**src/rtl/therm_pkg.sv**
```systemverilog
// Shared types and helpers for the thermometer encoder pipeline.
// Words are carried zero-padded to MAX_W bits, so the helpers work for any NBITS up to MAX_NBITS.
package therm_pkg;

   localparam int MAX_NBITS = 8;
   localparam int MAX_W     = (1 << MAX_NBITS) - 1;

   typedef logic [MAX_W-1:0] word_t;

   // One pipeline slot: the valid bit plus the (padded) thermometer word it carries.
   typedef struct packed {
      logic  valid;
      word_t word;
   } stage_t;

   function automatic int levels(input int nbits);
      return (1 << nbits) - 1;
   endfunction

   function automatic int popcount(input word_t v);
      int n;
      n = 0;
      for (int i = 0; i < MAX_W; i++) begin
         n += int'(v[i]);
      end
      return n;
   endfunction

   // Ones contiguous from bit 0 is exactly the case where v+1 shares no set bit with v.
   function automatic logic is_therm(input word_t v);
      return (v & (v + word_t'(1))) == '0;
   endfunction

endpackage

```
**src/rtl/therm_enc_pipe_if.sv**
```systemverilog
// Sample stream into the encoder and result stream out of it; no backpressure.
interface therm_enc_pipe_if #(
   parameter int NBITS = 4,
   parameter int CNT_W = 16
);
   import therm_pkg::*;

   localparam int LEVELS = levels(NBITS);

   logic              in_valid;
   logic [LEVELS-1:0] y;
   logic              err_clr;
   logic [NBITS-1:0]  code;
   logic              out_valid;
   logic              code_err;
   logic [CNT_W-1:0]  err_cnt;

   modport master (
      output in_valid, y, err_clr,
      input  code, out_valid, code_err, err_cnt
   );

   modport slave (
      input  in_valid, y, err_clr,
      output code, out_valid, code_err, err_cnt
   );

endinterface

```
**src/rtl/therm_bubble_fix.sv**
```systemverilog
// Combinational 3-input majority bubble filter over a thermometer word.
// THERM_BUBBLE_CORR_EN enables the filter; otherwise the word passes through unchanged.
module therm_bubble_fix #(
   parameter int W = 15
) (
   input  logic [W-1:0] i_t,
   output logic [W-1:0] o_t
);

`ifdef THERM_BUBBLE_CORR_EN
   // Pad below with 1 and above with 0; each output looks only at raw neighbours.
   logic [W+1:0] w_pad;
   assign w_pad = {1'b0, i_t, 1'b1};

   for (genvar gi = 0; gi < W; gi++) begin : g_maj
      assign o_t[gi] = (w_pad[gi]   & w_pad[gi+1]) |
                       (w_pad[gi]   & w_pad[gi+2]) |
                       (w_pad[gi+1] & w_pad[gi+2]);
   end
`else
   assign o_t = i_t;
`endif

endmodule

```
**src/rtl/therm_enc_pipe.sv**
```systemverilog
// Pipelined thermometer-to-binary encoder: capture, bubble fix, encode, output/hold.
// Optional majority correction is selected by THERM_BUBBLE_CORR_EN.
module therm_enc_pipe #(
   parameter int NBITS = 4,
   parameter int CNT_W = 16
) (
   input  logic             clk,
   input  logic             rst,
   therm_enc_pipe_if.slave  io_bus
);
   import therm_pkg::*;

   localparam int LEVELS = levels(NBITS);

   logic [LEVELS-1:0] w_t_in;
   word_t             w_fix;
   logic              w_err_evt;

   stage_t            r_s0;
   stage_t            r_s1;
   logic              r_s2_valid;
   logic              r_s2_ok;
   logic [NBITS-1:0]  r_s2_k;
   logic              r_out_valid;
   logic              r_code_err;
   logic [NBITS-1:0]  r_code;
   logic [NBITS-1:0]  r_last_good;
   logic [CNT_W-1:0]  r_err_cnt;

   // Invert before widening so the padding above LEVELS stays zero.
   assign w_t_in = ~io_bus.y;

   // NOTE: sequential state uses non-blocking assignments so every stage samples pre-edge values.
   always_ff @(posedge clk or posedge rst) begin
      if (rst) begin
         r_s0 <= '0;
      end else begin
         r_s0.valid <= io_bus.in_valid;
         if (io_bus.in_valid) r_s0.word <= MAX_W'(w_t_in);
      end
   end

   therm_bubble_fix #(.W(MAX_W)) u_bubble_fix (
      .i_t (r_s0.word),
      .o_t (w_fix)
   );

   always_ff @(posedge clk or posedge rst) begin
      if (rst) begin
         r_s1 <= '0;
      end else begin
         r_s1.valid <= r_s0.valid;
         if (r_s0.valid) r_s1.word <= w_fix;
      end
   end

   always_ff @(posedge clk or posedge rst) begin
      if (rst) begin
         r_s2_valid <= 1'b0;
         r_s2_ok    <= 1'b0;
         r_s2_k     <= '0;
      end else begin
         r_s2_valid <= r_s1.valid;
         if (r_s1.valid) begin
            r_s2_ok <= is_therm(r_s1.word);
            r_s2_k  <= NBITS'(popcount(r_s1.word));
         end
      end
   end

   // Output register: a good code updates last_good, a bad one replays it; idle slots hold.
   always_ff @(posedge clk or posedge rst) begin
      if (rst) begin
         r_out_valid <= 1'b0;
         r_code_err  <= 1'b0;
         r_code      <= '0;
         r_last_good <= '0;
      end else begin
         r_out_valid <= r_s2_valid;
         if (r_s2_valid) begin
            if (r_s2_ok) begin
               r_code      <= r_s2_k;
               r_code_err  <= 1'b0;
               r_last_good <= r_s2_k;
            end else begin
               r_code     <= r_last_good;
               r_code_err <= 1'b1;
            end
         end
      end
   end

   assign w_err_evt = r_s2_valid & ~r_s2_ok;

   // A clear on the same edge as an error leaves the count at one, not zero.
   always_ff @(posedge clk or posedge rst) begin
      if (rst) begin
         r_err_cnt <= '0;
      end else if (io_bus.err_clr) begin
         r_err_cnt <= CNT_W'(w_err_evt);
      end else if (w_err_evt && (r_err_cnt != '1)) begin
         r_err_cnt <= r_err_cnt + 1'b1;
      end
   end

   assign io_bus.code      = r_code;
   assign io_bus.out_valid = r_out_valid;
   assign io_bus.code_err  = r_code_err;
   assign io_bus.err_cnt   = r_err_cnt;

endmodule

```
**src/flat_wrapper.sv**
```systemverilog
// flat-port wrapper written by rule: the top's interface ports become plain ports
module therm_enc_pipe_flat import therm_pkg::*;
#(
   parameter int NBITS = 4,
   parameter int CNT_W = 16
)
  (clk, rst, io_bus_in_valid, io_bus_y, io_bus_err_clr, io_bus_code, io_bus_out_valid, io_bus_code_err, io_bus_err_cnt);
  therm_enc_pipe_if #(.NBITS(NBITS), .CNT_W(CNT_W)) io_bus_i ();
  input  logic clk;
  input  logic rst;
  input wire logic [$bits(io_bus_i.in_valid)-1:0] io_bus_in_valid;
  input wire logic [$bits(io_bus_i.y)-1:0] io_bus_y;
  input wire logic [$bits(io_bus_i.err_clr)-1:0] io_bus_err_clr;
  output wire logic [$bits(io_bus_i.code)-1:0] io_bus_code;
  output wire logic [$bits(io_bus_i.out_valid)-1:0] io_bus_out_valid;
  output wire logic [$bits(io_bus_i.code_err)-1:0] io_bus_code_err;
  output wire logic [$bits(io_bus_i.err_cnt)-1:0] io_bus_err_cnt;
  assign io_bus_i.in_valid = io_bus_in_valid;
  assign io_bus_i.y = io_bus_y;
  assign io_bus_i.err_clr = io_bus_err_clr;
  assign io_bus_code = io_bus_i.code;
  assign io_bus_out_valid = io_bus_i.out_valid;
  assign io_bus_code_err = io_bus_i.code_err;
  assign io_bus_err_cnt = io_bus_i.err_cnt;
  therm_enc_pipe #(.NBITS(NBITS), .CNT_W(CNT_W)) u_core (.clk(clk), .rst(rst), .io_bus(io_bus_i));
endmodule
```
**config.mk**
```make
export PLATFORM = sky130hd
export DESIGN_NAME = therm_enc_pipe_flat
export DESIGN_NICKNAME = d
export VERILOG_FILES = /design/src/rtl/therm_pkg.sv /design/src/rtl/therm_enc_pipe_if.sv /design/src/rtl/therm_bubble_fix.sv /design/src/rtl/therm_enc_pipe.sv /design/src/flat_wrapper.sv
export SDC_FILE = /design/constraint.sdc
export NUM_CORES = 1
export LEC_CHECK = 0
export BUFFER_PORTS_ARGS = -buffer_cell sky130_fd_sc_hd__buf_2
export CAP_MARGIN = 20
export CORE_MARGIN = 3
export CORE_UTILIZATION = 30
export CTS_CLUSTER_DIAMETER = 40
export DETAILED_ROUTE_END_ITERATION = 10
export GPL_TIMING_DRIVEN = 0
export PLACE_DENSITY_LB_ADDON = 0.08
export SYNTH_ARGS = -nofsm -noshare
export SYNTH_HDL_FRONTEND = slang
export SYNTH_HIERARCHICAL = 1
export SYNTH_SLANG_ARGS = --single-unit
```
**constraint.sdc**
```tcl
create_clock -name clk -period 8 [get_ports clk]
set_input_delay 0 -clock clk [delete_from_list [all_inputs] [get_ports clk]]
set_output_delay 0 -clock clk [all_outputs]
set_load 0.005 [all_outputs]
```
* After elaboration in Yosys (flattened, before gate mapping)
Index checks and enable logic that the tools add are counted.
Storage, ports and cells: input port bits 19, bits in registers 60, logic and storage cells 40, output and inout port bits 22
Operators by class: add/subtract/negate cells 16, bitwise operators 4, muxes and demuxes 4, reductions and logical operators 4, equal/unequal tests 1
Operator list (count):
- $and 15x255->255 | 1
- $logic_not 255->1 | 1
- $add 4x2->4 | 13
- $mux 16 | 2
- $add 15x1->16 const B | 1
- $add 16x1->16 const B | 1
- $ne 16x16->1 const B | 1
- $not 15->15 | 1
- $mux 4 | 1
- $add 1x1->2 | 1
- $reduce_and 2->1 | 1
- $reduce_bool 2->1 | 1
- $and 1x1->1 | 1
- $logic_and 1x1->1 | 1
- $mux 1 | 1
- $not 1->1 | 1

* Longest topological paths before layout
depth after elaboration 14, depth in mapped cells 28, mapped depth without buffers 28

* Modules after synthesis
Netlist, hierarchy kept.
Modules (own cells, without submodules):
- therm_enc_pipe | area an instance 22638.0 µm², cells each 2457, times used 1, sequential area each 7507.2 µm²
- therm_bubble_fix | area an instance 1914.3 µm², cells each 255, times used 1, sequential area each 0.0 µm²

* Worst setup path before layout
No wires, ideal clock.
path type register to register, from register u_core/r_s1[53] (netlist name), to register u_core.r_s2_k[3], data arrival time 7.490 ns, setup time 0.125 ns, cell stages (with the launch flop) 25, slack 0.385 ns, path buffers 0, required time 7.875 ns, clock period less this slack 7.615 ns, cell sequence dfrtp_1 fa_1 inv_1 fa_1 inv_1 fa_1 fa_1 inv_1 fa_1 inv_1 fa_1 fa_1 fa_1 fa_1 fa_1 inv_1 fa_1 inv_1 ha_1 a21o_1 a21oi_1 xnor2_1 xnor2_1 xnor2_1 mux2_2
RTL lines:
- end signal, assigned | line therm_enc_pipe.sv:66 | r_s2_k <= NBITS'(popcount(r_s1.word));
- end, declared | line therm_enc_pipe.sv:23 | logic [NBITS-1:0] r_s2_k;

==> results_dict.tcl <==
set metrics [dict create \
    min_period_over_period_pct 102 \
    viasPerCell 5.08 \
    max_freq_mhz 122 \
    antenna_found_initial 3 \
    synth_edf_count 0 \
    worstSetupPathType "reg2reg" \
    synth_cell_types 76 \
    clk_pin_slew_worst_paths_ns 0.05 \
    wl_per_cell_um 26.9 \
    clk_latency_ns 0.61 \
    crit_buf_inv 8 \
    via_count 21644 \
    root_buffer "clkbuf_16" \
    grt_pass1_wl_mm 165 \
    dp_hpwl_mm 95.3 \
    netlist_area_mm2 0.0246 \
    chipWidth_um 292 \
    drive_above_1_share_pct 22.9 \
    die_h_um 292 \
    regArea_mm2 0.00758 \
    synth_area_leader_cell "dfrtp_1" \
    arrival_ns 8.67 \
    synthTopCellsByArea "dfrtp_1 (31%), fa_1 (17%), buf_4 (7.9%), inv_1 (5.9%), mux2_2 (4.7%)" \
    cts_tree "yes" \
    clock-sinks 300 \
    status "finished with violations" \
    worstHoldPathType "in2reg" \
    ys_ff_latch 300 \
    critPathTopFamily "adder cells" \
    grt_max_degree 41 \
    core_mm2 0.0808 \
    cp_slowest_cell "fa_2" \
    drt_wl_total_mm 115 \
    cts_buffer_depth 3 \
    violations "negative setup slack" \
    nets 3402 \
    grt_pass1_vias 22077 \
    drc 0 \
    netlist_top_cells_count "inv_1 (387), dfrtp_1 (300), nand2_1 (299)" \
    fin_crit_ns 8.18 \
    startpoint_type "flip-flop" \
    io_pins 41 \
    drt-pass1-iter-count 5 \
    skew_ns 0.0151 \
    cts_inserted_buffers 71 \
    crit_path_max_incr_delay_ns 0.66 \
    tightest_slew_ns 1.23 \
    rows 104 \
    overflow 0 \
    ys.flop_type "dfrtp_1" \
    h-tree-depth 3 \
    io_buffers 39 \
    multi_input_area_mm2 0.0144 \
    netlist_instances 2712 \
    start_util_pct 30.4 \
    gp_congestion 0.937 \
    drv_slew 0 \
    critPathCaptureType "flip-flop" \
    fillers 8274 \
    crit_fanout 2 \
    slew_headroom_pct 15.6 \
    synthArstFlopShare_pct 100 \
    synthDominantCellAreaShare_pct 30.6 \
    grtUsageTotal_pct 27.1 \
    post-place-ws_ns -1.14 \
    areaGrowthSynthToFinish_pct 23.9 \
    yosysMostFrequentCell "inv_1" \
    ys_warn_count 6 \
    setup_violations 1 \
    finalHoldViolations 0 \
    finalWorstSetupSlack_ns -0.180 \
    cap_violations 0 \
    avgSynthCellArea_um2 9.05 \
    die_area_mm2 0.0853 \
    drt_iter0_markers 1913 \
    rsz0062_at_grt "yes" \
    synth-seq-area-share_pct 30.6 \
    ant_nets 0 \
    cp.required_ns 8.49 \
]
final timing paths:
path / start / endpoint / slack [ns] / cells past startpoint
worst max-delay path: u_core/r_s1[131]$_DFFE_PP0P_ / u_core/r_s2_k[3]$_DFFE_PP0P_ / -0.18 / 26
worst min-delay path: io_bus_in_valid / u_core/r_s0[255]$_DFF_PP0_ / 0.08 / 2
max in group asynchronous: rst / u_core/r_s1[219]$_DFFE_PP0P_ / 6.57 / 7
min in group asynchronous: rst / u_core/r_s1[85]$_DFFE_PP0P_ / 0.09 / 3
worst max register to register: u_core/r_s1[131]$_DFFE_PP0P_ / u_core/r_s2_k[3]$_DFFE_PP0P_ / -0.18 / 26
worst min register to register: u_core/r_s0[255]$_DFF_PP0_ / u_core/r_s1[255]$_DFF_PP0_ / 0.39 / 0
timing repair:
item | CTS | global route
gates resized for setup | 79 | 26
pin swaps | 15 | 27
setup buffers | 30 | 10
endpoints found under the setup margin | 3 | 1
endpoints found under the hold margin | 55 | 0
hold buffers | 18 | 0
metrics by stage:
| stage | hold slack (ns) | area, µm² | cells | setup TNS [ns] | utilization, % |
|---|---|---|---|---|---|
| finish | 0.0798 | 30400 | 4263 | -0.180 | 37.7 |
| global route | 0.0847 | 30400 | 4262 | -0.367 | 37.7 |
| CTS | 0.0465 | 30300 | 4252 | -0.256 | 37.5 |
| detailed placement | 0.151 | 27300 | 4074 | -1.27 | 33.8 |
| global placement | 0.152 | 27000 | 4050 | -1.31 | 33.4 |
| floorplan | 0.0314 | 25500 | 2951 | 0 | - |
cell usage in the layout (no fill, tap or decap), types with 15 or more instances in the layout:
cell type | synthesis | layout
buf_4 | 257 | 302
or4_1 | 23 | 23
nor3_1 | 45 | 45
xnor2_1 | 35 | 32
dfrtp_1 | 300 | 245
buf_2 | 1 | 45
xor2_1 | 15 | 15
nand3_1 | 120 | 120
inv_1 | 387 | 362
mux2_2 | 103 | 102
nor4_1 | 54 | 48
and4_1 | 21 | 21
o21ai_0 | 211 | 211
conb_1 | 1 | 240
dfrtp_2 | 0 | 55
nand4_1 | 139 | 139
a21oi_1 | 30 | 29
o31ai_1 | 44 | 44
o41ai_1 | 24 | 24
dlygate4sd3_1 | 0 | 18
inv_2 | 1 | 21
or2_2 | 18 | 18
and3_1 | 21 | 21
or3_1 | 19 | 19
fa_1 | 214 | 196
clkbuf_1 | 59 | 68
clkbuf_16 | 0 | 73
nor2_1 | 93 | 93
nand2_1 | 299 | 299
ha_1 | 24 | 24
fa_2 | 0 | 18
layout make-up:
cell class                      count  share of cell area [%]
Clock buffer                       96                    6.71
Sequential cell                   300                    24.9
Timing Repair Buffer              121                    3.25
Buffer                            323                    7.24
Clock inverter                     34                    1.34
Multi-Input combinational cell   1940                    47.4
Inverter                          388                    4.84
Tap cell                         1060                    4.36
Antenna cell                        1                 0.00822
routing by layer:
| metal | track usage, % | part of all wire [%] | vias up |
|---|---|---|---|
| met5 | 0 | 0.0096 | - |
| li1 | - | - | 9666 |
| met1 | 36.8 | 44 | 10961 |
| met4 | 10.4 | 4.5 | 2 |
| met2 | 43.6 | 46 | 796 |
| met3 | 4.08 | 6.2 | 219 |
cell families after synthesis:
family / count (synthesis) / share of synthesized area, %
AO/OA/AOI/OAI: 405 / 10.3
XOR/XNOR: 50 / 1.78
adder cells (fa/ha/maj): 238 / 18.7
buffers and inverters: 711 / 14.9
flip-flops: 300 / 30.6
multiplexers: 105 / 4.81
other: 1 / 0.0153
AND/OR/NAND/NOR: 902 / 18.9
flip-flops by register name, indices dropped and copies added, names as in the netlist:
signal,cells
u_core/io_bus.code,4
u_core/io_bus.code_err,1
u_core/io_bus.err_cnt,16
u_core/io_bus.out_valid,1
u_core/r_s0,16
u_core/r_s1,256
u_core/r_s2_k,4
u_core/r_s2_ok,1
u_core/r_s2_valid,1
Power is not shown: default switching activity piles up to over one toggle a cycle in this logic, so the estimate is an artifact.
